--- src/rtl/dpmem_port_pkg.sv ---
// Shared encodings for the dpmem port master: command opcodes and controller states.
package dpmem_port_pkg;

  typedef enum logic [1:0] {
    OP_READ  = 2'b00,
    OP_WRITE = 2'b01,
    OP_FILL  = 2'b10,
    OP_RSVD  = 2'b11
  } op_e;

  typedef enum logic {
    IDLE = 1'b0,
    FILL = 1'b1
  } state_e;

endpackage

--- src/rtl/dpmem_port_master_if.sv ---
// Command/response channel bundle between a sequencer (master) and the port master (slave).
interface dpmem_port_master_if
  import dpmem_port_pkg::*;
#(
  parameter int AW = 4,
  parameter int DW = 4
) ();

  logic          req_valid;
  logic          req_ready;
  op_e           req_op;
  logic [AW-1:0] req_addr;
  logic [DW-1:0] req_data;
  logic          rsp_valid;
  logic          rsp_ready;
  logic [DW-1:0] rsp_data;
  logic [AW-1:0] rsp_addr;
  logic          busy;

  modport master (
    output req_valid, req_op, req_addr, req_data, rsp_ready,
    input  req_ready, rsp_valid, rsp_data, rsp_addr, busy
  );

  modport slave (
    input  req_valid, req_op, req_addr, req_data, rsp_ready,
    output req_ready, rsp_valid, rsp_data, rsp_addr, busy
  );

endinterface

--- src/rtl/dpmem_rsp_fifo.sv ---
// Small synchronous FIFO holding read responses; output word stays put until popped.
module dpmem_rsp_fifo #(
  parameter int W     = 8,
  parameter int DEPTH = 3
) (
  input  logic                         clk,
  input  logic                         rst,
  input  logic                         push,
  input  logic [W-1:0]                 din,
  input  logic                         pop,
  output logic                         valid,
  output logic [W-1:0]                 dout,
  output logic [$clog2(DEPTH+1)-1:0]   count
);

  localparam int CW = $clog2(DEPTH + 1);
  localparam int PW = $clog2(DEPTH);

  logic [W-1:0]  mem_q [DEPTH];
  logic [PW-1:0] wr_ptr_q, wr_ptr_d, rd_ptr_q, rd_ptr_d;
  logic [CW-1:0] count_q, count_d;
  logic          push_ok, pop_ok, full;

  function automatic logic [PW-1:0] ptr_inc(input logic [PW-1:0] p);
    return (p == PW'(DEPTH - 1)) ? '0 : p + PW'(1);
  endfunction

  assign full  = (count_q == CW'(DEPTH));
  assign valid = (count_q != '0);
  assign dout  = mem_q[rd_ptr_q];
  assign count = count_q;

  // A full FIFO may still take a push when the head leaves in the same cycle.
  assign pop_ok  = pop && valid;
  assign push_ok = push && (!full || pop_ok);

  always_comb begin
    wr_ptr_d = push_ok ? ptr_inc(wr_ptr_q) : wr_ptr_q;
    rd_ptr_d = pop_ok  ? ptr_inc(rd_ptr_q) : rd_ptr_q;
    count_d  = count_q;
    if (push_ok && !pop_ok)      count_d = count_q + CW'(1);
    else if (!push_ok && pop_ok) count_d = count_q - CW'(1);
  end

  always_ff @(posedge clk or posedge rst) begin
    if (rst) begin
      wr_ptr_q <= '0;
      rd_ptr_q <= '0;
      count_q  <= '0;
    end else begin
      wr_ptr_q <= wr_ptr_d;
      rd_ptr_q <= rd_ptr_d;
      count_q  <= count_d;
    end
  end

  always_ff @(posedge clk) begin
    if (push_ok) mem_q[wr_ptr_q] <= din;
  end

endmodule

--- src/rtl/dpmem_port_master.sv ---
// Command initiator for a dpmem instance: reads, writes and whole-memory fills,
// with in-order read responses buffered in a small FIFO.
module dpmem_port_master
  import dpmem_port_pkg::*;
#(
  parameter int AW        = 4,
  parameter int DW        = 4,
  parameter int RSP_DEPTH = 3
) (
  input  logic                clk,
  input  logic                rst,
  dpmem_port_master_if.slave  bus,
  output logic [AW-1:0]       ra,
  input  logic [DW-1:0]       rd,
  output logic                we,
  output logic [AW-1:0]       wa,
  output logic [DW-1:0]       wd
);

  localparam int CW = $clog2(RSP_DEPTH + 1);

  state_e        state_q, state_d;
  logic [AW-1:0] fill_cnt_q, fill_cnt_d;
  logic [DW-1:0] fill_data_q, fill_data_d;
  logic [AW-1:0] cap_addr_q, cap_addr_d;
  logic          inflight_q, inflight_d;
  logic [CW-1:0] fifo_count;
  logic [CW:0]   occupancy;
  logic          room;
  logic [AW+DW-1:0] rsp_word;

  // Credit check uses only registered state, so rsp_ready never reaches req_ready.
  assign occupancy = {1'b0, fifo_count} + {{CW{1'b0}}, inflight_q};
  assign room      = (occupancy < (CW+1)'(RSP_DEPTH));
  assign ra        = bus.req_addr;

  always_comb begin
    state_d       = state_q;
    fill_cnt_d    = fill_cnt_q;
    fill_data_d   = fill_data_q;
    cap_addr_d    = cap_addr_q;
    inflight_d    = 1'b0;
    bus.req_ready = 1'b0;
    bus.busy      = 1'b0;
    we            = 1'b0;
    wa            = bus.req_addr;
    wd            = bus.req_data;
    case (state_q)
      IDLE: begin
        bus.req_ready = room;
        if (bus.req_valid && room) begin
          case (bus.req_op)
            OP_READ: begin
              inflight_d = 1'b1;
              cap_addr_d = bus.req_addr;
            end
            OP_WRITE: we = 1'b1;
            OP_FILL: begin
              fill_data_d = bus.req_data;
              fill_cnt_d  = '0;
              state_d     = FILL;
            end
            default: ;
          endcase
        end
      end
      FILL: begin
        bus.busy   = 1'b1;
        we         = 1'b1;
        wa         = fill_cnt_q;
        wd         = fill_data_q;
        fill_cnt_d = fill_cnt_q + AW'(1);
        if (&fill_cnt_q) state_d = IDLE;
      end
      default: state_d = IDLE;
    endcase
  end

  always_ff @(posedge clk or posedge rst) begin
    if (rst) begin
      state_q     <= IDLE;
      fill_cnt_q  <= '0;
      fill_data_q <= '0;
      cap_addr_q  <= '0;
      inflight_q  <= 1'b0;
    end else begin
      state_q     <= state_d;
      fill_cnt_q  <= fill_cnt_d;
      fill_data_q <= fill_data_d;
      cap_addr_q  <= cap_addr_d;
      inflight_q  <= inflight_d;
    end
  end

  // rd is valid the cycle after acceptance, which is exactly when inflight_q is set.
  dpmem_rsp_fifo #(
    .W     (AW + DW),
    .DEPTH (RSP_DEPTH)
  ) u_rsp_fifo (
    .clk   (clk),
    .rst   (rst),
    .push  (inflight_q),
    .din   ({cap_addr_q, rd}),
    .pop   (bus.rsp_ready),
    .valid (bus.rsp_valid),
    .dout  (rsp_word),
    .count (fifo_count)
  );

  assign {bus.rsp_addr, bus.rsp_data} = rsp_word;

endmodule
--- src/flat_wrapper.sv ---
// flat-port wrapper written by rule: the top's interface ports become plain ports
module dpmem_port_master_flat import dpmem_port_pkg::*;
#(
  parameter int AW        = 4,
  parameter int DW        = 4,
  parameter int RSP_DEPTH = 3
)
  (clk, rst, ra, rd, we, wa, wd, bus_req_valid, bus_req_op, bus_req_addr, bus_req_data, bus_rsp_ready, bus_req_ready, bus_rsp_valid, bus_rsp_data, bus_rsp_addr, bus_busy);
  dpmem_port_master_if #(.AW(AW), .DW(DW)) bus_i ();
  input  logic clk;
  input  logic rst;
  output logic [AW-1:0] ra;
  input  logic [DW-1:0] rd;
  output logic we;
  output logic [AW-1:0] wa;
  output logic [DW-1:0] wd;
  input wire logic [$bits(bus_i.req_valid)-1:0] bus_req_valid;
  input wire logic [$bits(bus_i.req_op)-1:0] bus_req_op;
  input wire logic [$bits(bus_i.req_addr)-1:0] bus_req_addr;
  input wire logic [$bits(bus_i.req_data)-1:0] bus_req_data;
  input wire logic [$bits(bus_i.rsp_ready)-1:0] bus_rsp_ready;
  output wire logic [$bits(bus_i.req_ready)-1:0] bus_req_ready;
  output wire logic [$bits(bus_i.rsp_valid)-1:0] bus_rsp_valid;
  output wire logic [$bits(bus_i.rsp_data)-1:0] bus_rsp_data;
  output wire logic [$bits(bus_i.rsp_addr)-1:0] bus_rsp_addr;
  output wire logic [$bits(bus_i.busy)-1:0] bus_busy;
  assign bus_i.req_valid = bus_req_valid;
  assign bus_i.req_op = bus_req_op;
  assign bus_i.req_addr = bus_req_addr;
  assign bus_i.req_data = bus_req_data;
  assign bus_i.rsp_ready = bus_rsp_ready;
  assign bus_req_ready = bus_i.req_ready;
  assign bus_rsp_valid = bus_i.rsp_valid;
  assign bus_rsp_data = bus_i.rsp_data;
  assign bus_rsp_addr = bus_i.rsp_addr;
  assign bus_busy = bus_i.busy;
  dpmem_port_master #(.AW(AW), .DW(DW), .RSP_DEPTH(RSP_DEPTH)) u_core (.clk(clk), .rst(rst), .bus(bus_i), .ra(ra), .rd(rd), .we(we), .wa(wa), .wd(wd));
endmodule
--- config.mk ---
export PLATFORM = sky130hd
export DESIGN_NAME = dpmem_port_master_flat
export DESIGN_NICKNAME = d
export VERILOG_FILES = /design/src/rtl/dpmem_port_pkg.sv /design/src/rtl/dpmem_port_master_if.sv /design/src/rtl/dpmem_rsp_fifo.sv /design/src/rtl/dpmem_port_master.sv /design/src/flat_wrapper.sv
export SDC_FILE = /design/constraint.sdc
export NUM_CORES = 1
export LEC_CHECK = 0
export CORE_MARGIN = 3
export CORE_UTILIZATION = 35
export DETAILED_ROUTE_END_ITERATION = 6
export SLEW_MARGIN = 20
export SYNTH_ARGS = -nofsm -noshare
export SYNTH_HDL_FRONTEND = slang
export SYNTH_SLANG_ARGS = --single-unit
--- constraint.sdc ---
create_clock -name clk -period 2.29 [get_ports clk]
set_input_delay 0.687 -clock clk [delete_from_list [all_inputs] [get_ports clk]]
set_output_delay 0.687 -clock clk [all_outputs]
set_load 0.01 [all_outputs]
## Word level (Yosys, flattened, before mapping)

Memories as Yosys holds them, arrays and structs flattened.
Cells that the tools add are included.

- Memories kept: 1
- RAM bits: 24
- Input bits: 18
- Bits in registers: 20
- Bits in read-only memories: 0
- Latch bits: 0
- Output and inout bits: 24

- Equal/unequal tests: 7
- Add/sub/neg operators: 6
- Shifts and indexed selects: 0
- Magnitude comparators: 1
- Multiplexer cells: 23
- $mul: 0
- Divide/modulo/power cells: 0
- Reduce and logical (&&, ||, !) cells: 16
- Bitwise operators: 1

Memories:

| memory | depth | bits a word | read ports | clocked after Yosys merged registers in | wr ports | RTL line | text |
|---|---|---|---|---|---|---|---|
| u_core.u_rsp_fifo.mem_q | 3 | 8 | 1 | 0 | 1 | dpmem_rsp_fifo.sv:19 | `logic [W-1:0] mem_q [DEPTH];` |

Operator list:

| operator | count |
|---|---|
| $mux 4 | 4 |
| $mux 1 | 12 |
| $eq 2x2->1 const B | 4 |
| $mux 2 | 4 |
| $pmux 4 s2 | 1 |
| $add 2x1->2 const B | 3 |
| $reduce_and 3->1 | 2 |
| $logic_and 1x1->1 | 5 |
| $add 4x1->4 const B | 1 |
| $pmux 1 s2 | 2 |
| $reduce_and 4->1 | 1 |
| $reduce_bool 2->1 | 2 |
| $add 2x1->3 | 1 |
| $logic_not 1->1 | 3 |
| $lt 3x2->1 const B | 1 |
| $eq 2x1->1 const B | 1 |
| $logic_not 2->1 | 1 |
| $ne 2x1->1 const B | 1 |
| $ne 2x2->1 const B | 1 |
| $reduce_and 2->1 | 1 |
| $sub 2x1->2 const B | 1 |
| $logic_or 1x1->1 | 1 |
| $not 1->1 | 1 |

## Depth between registers and ports, before layout

- Depth after elaboration: 8
- Depth in mapped cells: 7

## Cells and area by module

Synthesis repeated with hierarchy kept, for this count alone.

- Cells, all modules: 145
- Area total of the unflattened synthesis: 2,003.2 um^2

By module, submodules not included:

| module | area each (um^2) | instances | sequential area each (um^2) | cells each |
|---|---|---|---|---|
| dpmem_rsp_fifo | 1,194.9 | 1 | 870.8 | 80 |
| dpmem_port_master | 808.3 | 1 | 350.3 | 65 |

## Least setup slack after synthesis

OpenSTA, ideal clock, no wires.

- Path type: register -> output
- Start: register u_core.u_rsp_fifo.count_q[0] (netlist: u_core.u_rsp_fifo.count[0])
- End: output bus_req_ready
- Stages on the path, launching flop included: 4
- Arrival time: 1,296 ps
- Slack: 307 ps
- Cells stage by stage: dfrtp_1 ha_1 ha_1 a211oi_1

- Longest elaborated chain between the ends: 3

RTL lines:

| item | RTL line | text |
|---|---|---|
| start, declared | dpmem_rsp_fifo.sv:21 | `logic [CW-1:0] count_q, count_d;` |
| start signal, assigned | dpmem_rsp_fifo.sv:53 | `count_q <= count_d;` |
| $add 2x1->3 | dpmem_port_master.sv:33 | `assign occupancy = {1'b0, fifo_count} + {{CW{1'b0}}, inflight_q};` |
| $lt 3x2->1 | dpmem_port_master.sv:34 | `assign room = (occupancy < (CW+1)'(RSP_DEPTH));` |
| $mux 1 | dpmem_port_master.sv:48 | `case (state_q)` |
| end, declared | flat_wrapper.sv:22 | `output wire logic [$bits(bus_i.req_ready)-1:0] bus_req_ready;` |

No other way between the ends.

## Worst setup path in the final report

- Start: input bus_req_op[1]
- End: output we

- Longest elaborated chain between the ends: 4

RTL lines:

| item | RTL line | text |
|---|---|---|
| start, declared | flat_wrapper.sv:18 | `input wire logic [$bits(bus_i.req_op)-1:0] bus_req_op;` |
| $eq 2x1->1 | dpmem_port_master.sv:52 | `case (bus.req_op)` |
| $mux 1 | dpmem_port_master.sv:52 |  |
| $mux 1 | dpmem_port_master.sv:51 | `if (bus.req_valid && room) begin` |
| $pmux 1 s2 | dpmem_port_master.sv:48 |  |
| end, declared | flat_wrapper.sv:14 | `output logic we;` |

No other way between the ends.

==> qor.txt <==
status: finished, final reports clean
final std cells w/o fill: 281
sw frac: 32.9%
Psw: 1.02 mW
pin count of the biggest net entering global routing: 21
final core utilization: 51.4%
Final Setup Violations: 0
Int Power: 2.08 mW
Worst Hold Class: reg -> reg
Seq/Total Area, Yosys: 60.7%
post-synthesis cell type count: 34
Ports: 42
Setup CP Type: in -> out
worst-margin pin slew: 0.345 ns
RSZ-0062 raised after global routing: false
hold_buf cts: 0
asr flop ratio synth: 45.5%
hold endpoint: u_core.u_rsp_fifo.mem_q[0][7]$_DFFE_PP_
fmax: 447 MHz
hold depth: 0
Clock Root Buffer: clkbuf_8
Max Clock Skew: 0.00757 ns
clock insertion delay at the later pin of the skew report: 0.30 ns
RD Place Congestion: 0.805
Inserted Clock Buffers: 5
Max IR drop VDD: 499 uV
initial antenna violation count: 0
Overall Power: 3.10 mW
vias in the first global route: 1410
WHS: 0.504 ns
die height: 81.8 um
Syn Area/Cell: 13.9 sq um
iteration count of the initial detailed-routing pass: 4
CTS tree: yes
CP endpoint kind: primary output
worst-path fanout max: 2
H-Tree Depth: 2
Yosys top cell area share: 35.8%
Layout Nets: 232
share of layout cells above drive strength 1: 30.3%
top cells by area, synth: edfxtp_1, dfrtp_1, mux2_1
port bufs: 41
Power Density: 1130 nW/um^2
fill count: 463
Final HPWL DP: 2.87 mm
Comb pwr share: 40.9%
Iter 0 DRT Violations: 20
final WL: 3.87 mm
Die W: 81.8 um
Yosys top cell by area: edfxtp_1
area grow syn2layout: 36.5%
hold_sp: u_core.cap_addr_q[3]$_DFFE_PP0P_
Slowest-stage cell, CP: clkdlybuf4s50_1
Vias: 1302
GR Overflow Total: 0
row count: 26
crit path DAT: 1.55 ns
Register Area: 1220 sq um
CP delay by family, top: buffers and inverters
clock power share: 18.9%
multi-input logic area: 737 sq um
Antenna Cells: 0
critical path required time: 1.60 ns
crit path launch type: input pin
Initial Util: 37.7%
Leak: 1.16 nW
most frequent cells in the layout: buf_4, edfxtp_1, clkdlybuf4s50_1, dfrtp_1, dlygate4sd2_1
Synth Register Bits: 44
Post-synth top flop: edfxtp_1
synthesized cell area: 2010 sq um
Die ar.: 6690 sq um
vias per cell: 4.63
slowest cell delay on critical path: 0.47 ns
Crit Reg-Reg Startpoint: u_core.inflight_q$_DFF_PP0_
crit-path cells: clkdlybuf4s50_1 -> inv_1 -> a41o_1 -> buf_2
register share of total power: 40.3%
EDFF count, synth: 24
routed length per instance: 13.8 um
Syn. warnings: 0
CTS sink count: 44
overall routing resource usage: 12.9%
most common cell after layout, fill and taps aside: buf_4
CTS max path bufs: 2
max cap viols: 0
core area: 5340 sq um
net count after synthesis: 167
first-pass GRT wire length: 6.52 mm
drt drc: 0
worst reg2reg endpoint: u_core.fill_cnt_q[2]$_DFFE_PP0P_
Crit path buffers/inverters: 3
DRT antenna net count: 0
worst reg2reg setup slack: 0.60 ns
max-slew violations: 0
fin crit share: 97.6%
final hold violations: 0
Clock transition at path regs: 0.09 ns
Worst Reg-to-Reg Cells: 6
Mapped Cells: 145
Final min period: 2.24 ns
Rel. slew slack: 76.8%
DP Cell Count: 268
worst max-delay path by stage:
| stage | from | end | cells after the start |
|---|---|---|---|
| after floorplan | u_core.u_rsp_fifo.count[0]$_DFFE_PP0P_ | bus_req_ready | 3 |
| after global placement | bus_req_valid | we | 4 |
| after detailed placement | bus_req_valid | we | 4 |
| after CTS | bus_req_data[3] | wd[3] | 3 |
| after global routing | u_core.u_rsp_fifo.rd_ptr_q[0]$_DFFE_PP0P_ | bus_rsp_addr[2] | 4 |
| final | bus_req_op[1] | we | 4 |
per-layer routing:
metal | track usage, % | wire, um | vias up
li1 | - | - | 651
met1 | 14.3 | 1600 | 604
met2 | 22.9 | 1980 | 42
met3 | 5.37 | 250 | 5
met4 | 3.32 | 37 | 0
met5 | 0 | 0 | -
per-stage QoR:
step	TNS, ns	cell area, sq um	worst slack [ns]
detailed placement	-3.28	2630	-0.400
floorplan	0	2010	0.307
global placement	-3.24	2630	-0.366
finish	0	2740	0.0539
CTS	0	2720	0.00460
global route	0	2740	0.00312
power by group through the flow:
stage / combinational [mW] / clock (mW) / sequential (mW)
2_1_floorplan: 0.752 / 0 / 1.18
3_3_place_gp: 1.28 / 0 / 1.25
3_5_place_dp: 1.32 / 0 / 1.27
4_1_cts: 1.23 / 0.601 / 1.27
5_1_grt: 1.40 / 0.633 / 1.28
6_report: 1.27 / 0.584 / 1.25
cell usage after synthesis, types with 3 or more instances:
master / count
mux2_2: 8
nand2b_1: 4
ha_1: 4
buf_2: 4
o21ai_1: 3
o21ai_0: 8
mux2_1: 10
inv_1: 5
nand3_1: 3
dfrtp_1: 20
nand2_1: 12
edfxtp_1: 24
mux2i_1: 8
buf_4: 4
registers in the layout (all words and copies together), names as in the netlist:
register,count
u_core.inflight_q,1
u_core.u_rsp_fifo.mem_q,24
u_core.u_rsp_fifo.rd_ptr_q,2
u_core.state_q,1
u_core.u_rsp_fifo.count,2
u_core.u_rsp_fifo.wr_ptr_q,2
u_core.fill_data_q,4
u_core.fill_cnt_q,4
u_core.cap_addr_q,4
timing repair:
action / 4_1_cts / 5_1_grt
setup endpoints to repair: 24 / 4
buffers inserted: 1 / 4
pin swaps: 2 / 2
gates resized for setup: 53 / 3
gates cloned: 0 / 0
logic make-up after synthesis:
family	Yosys count	share of synthesized area, %
AO/OA/AOI/OAI	18	6.04
AND/OR/NAND/NOR	35	11.3
multiplexers	26	14.1
buffers and inverters	14	3.61
XOR/XNOR	4	1.74
flip-flops	44	60.7
adder cells (fa/ha/maj)	4	2.49
cell type report:
type	instances	share of cell area [%]
Clock buffer	5	2.51
Clock inverter	3	1.55
Inverter	5	0.684
Multi-Input combinational cell	87	26.9
Sequential cell	44	44.6
Tap cell	70	3.19
Timing Repair Buffer	67	20.6
worst reg2reg max path: stages, from the launching register on:
cell      delay (ns)
dfrtp_1         0.41
ha_2            0.20
ha_4            0.27
nand2_2         0.05
buf_4           0.15
and4b_1         0.24
o311ai_1        0.27
Note: power is estimated with default switching activity, not from simulation.
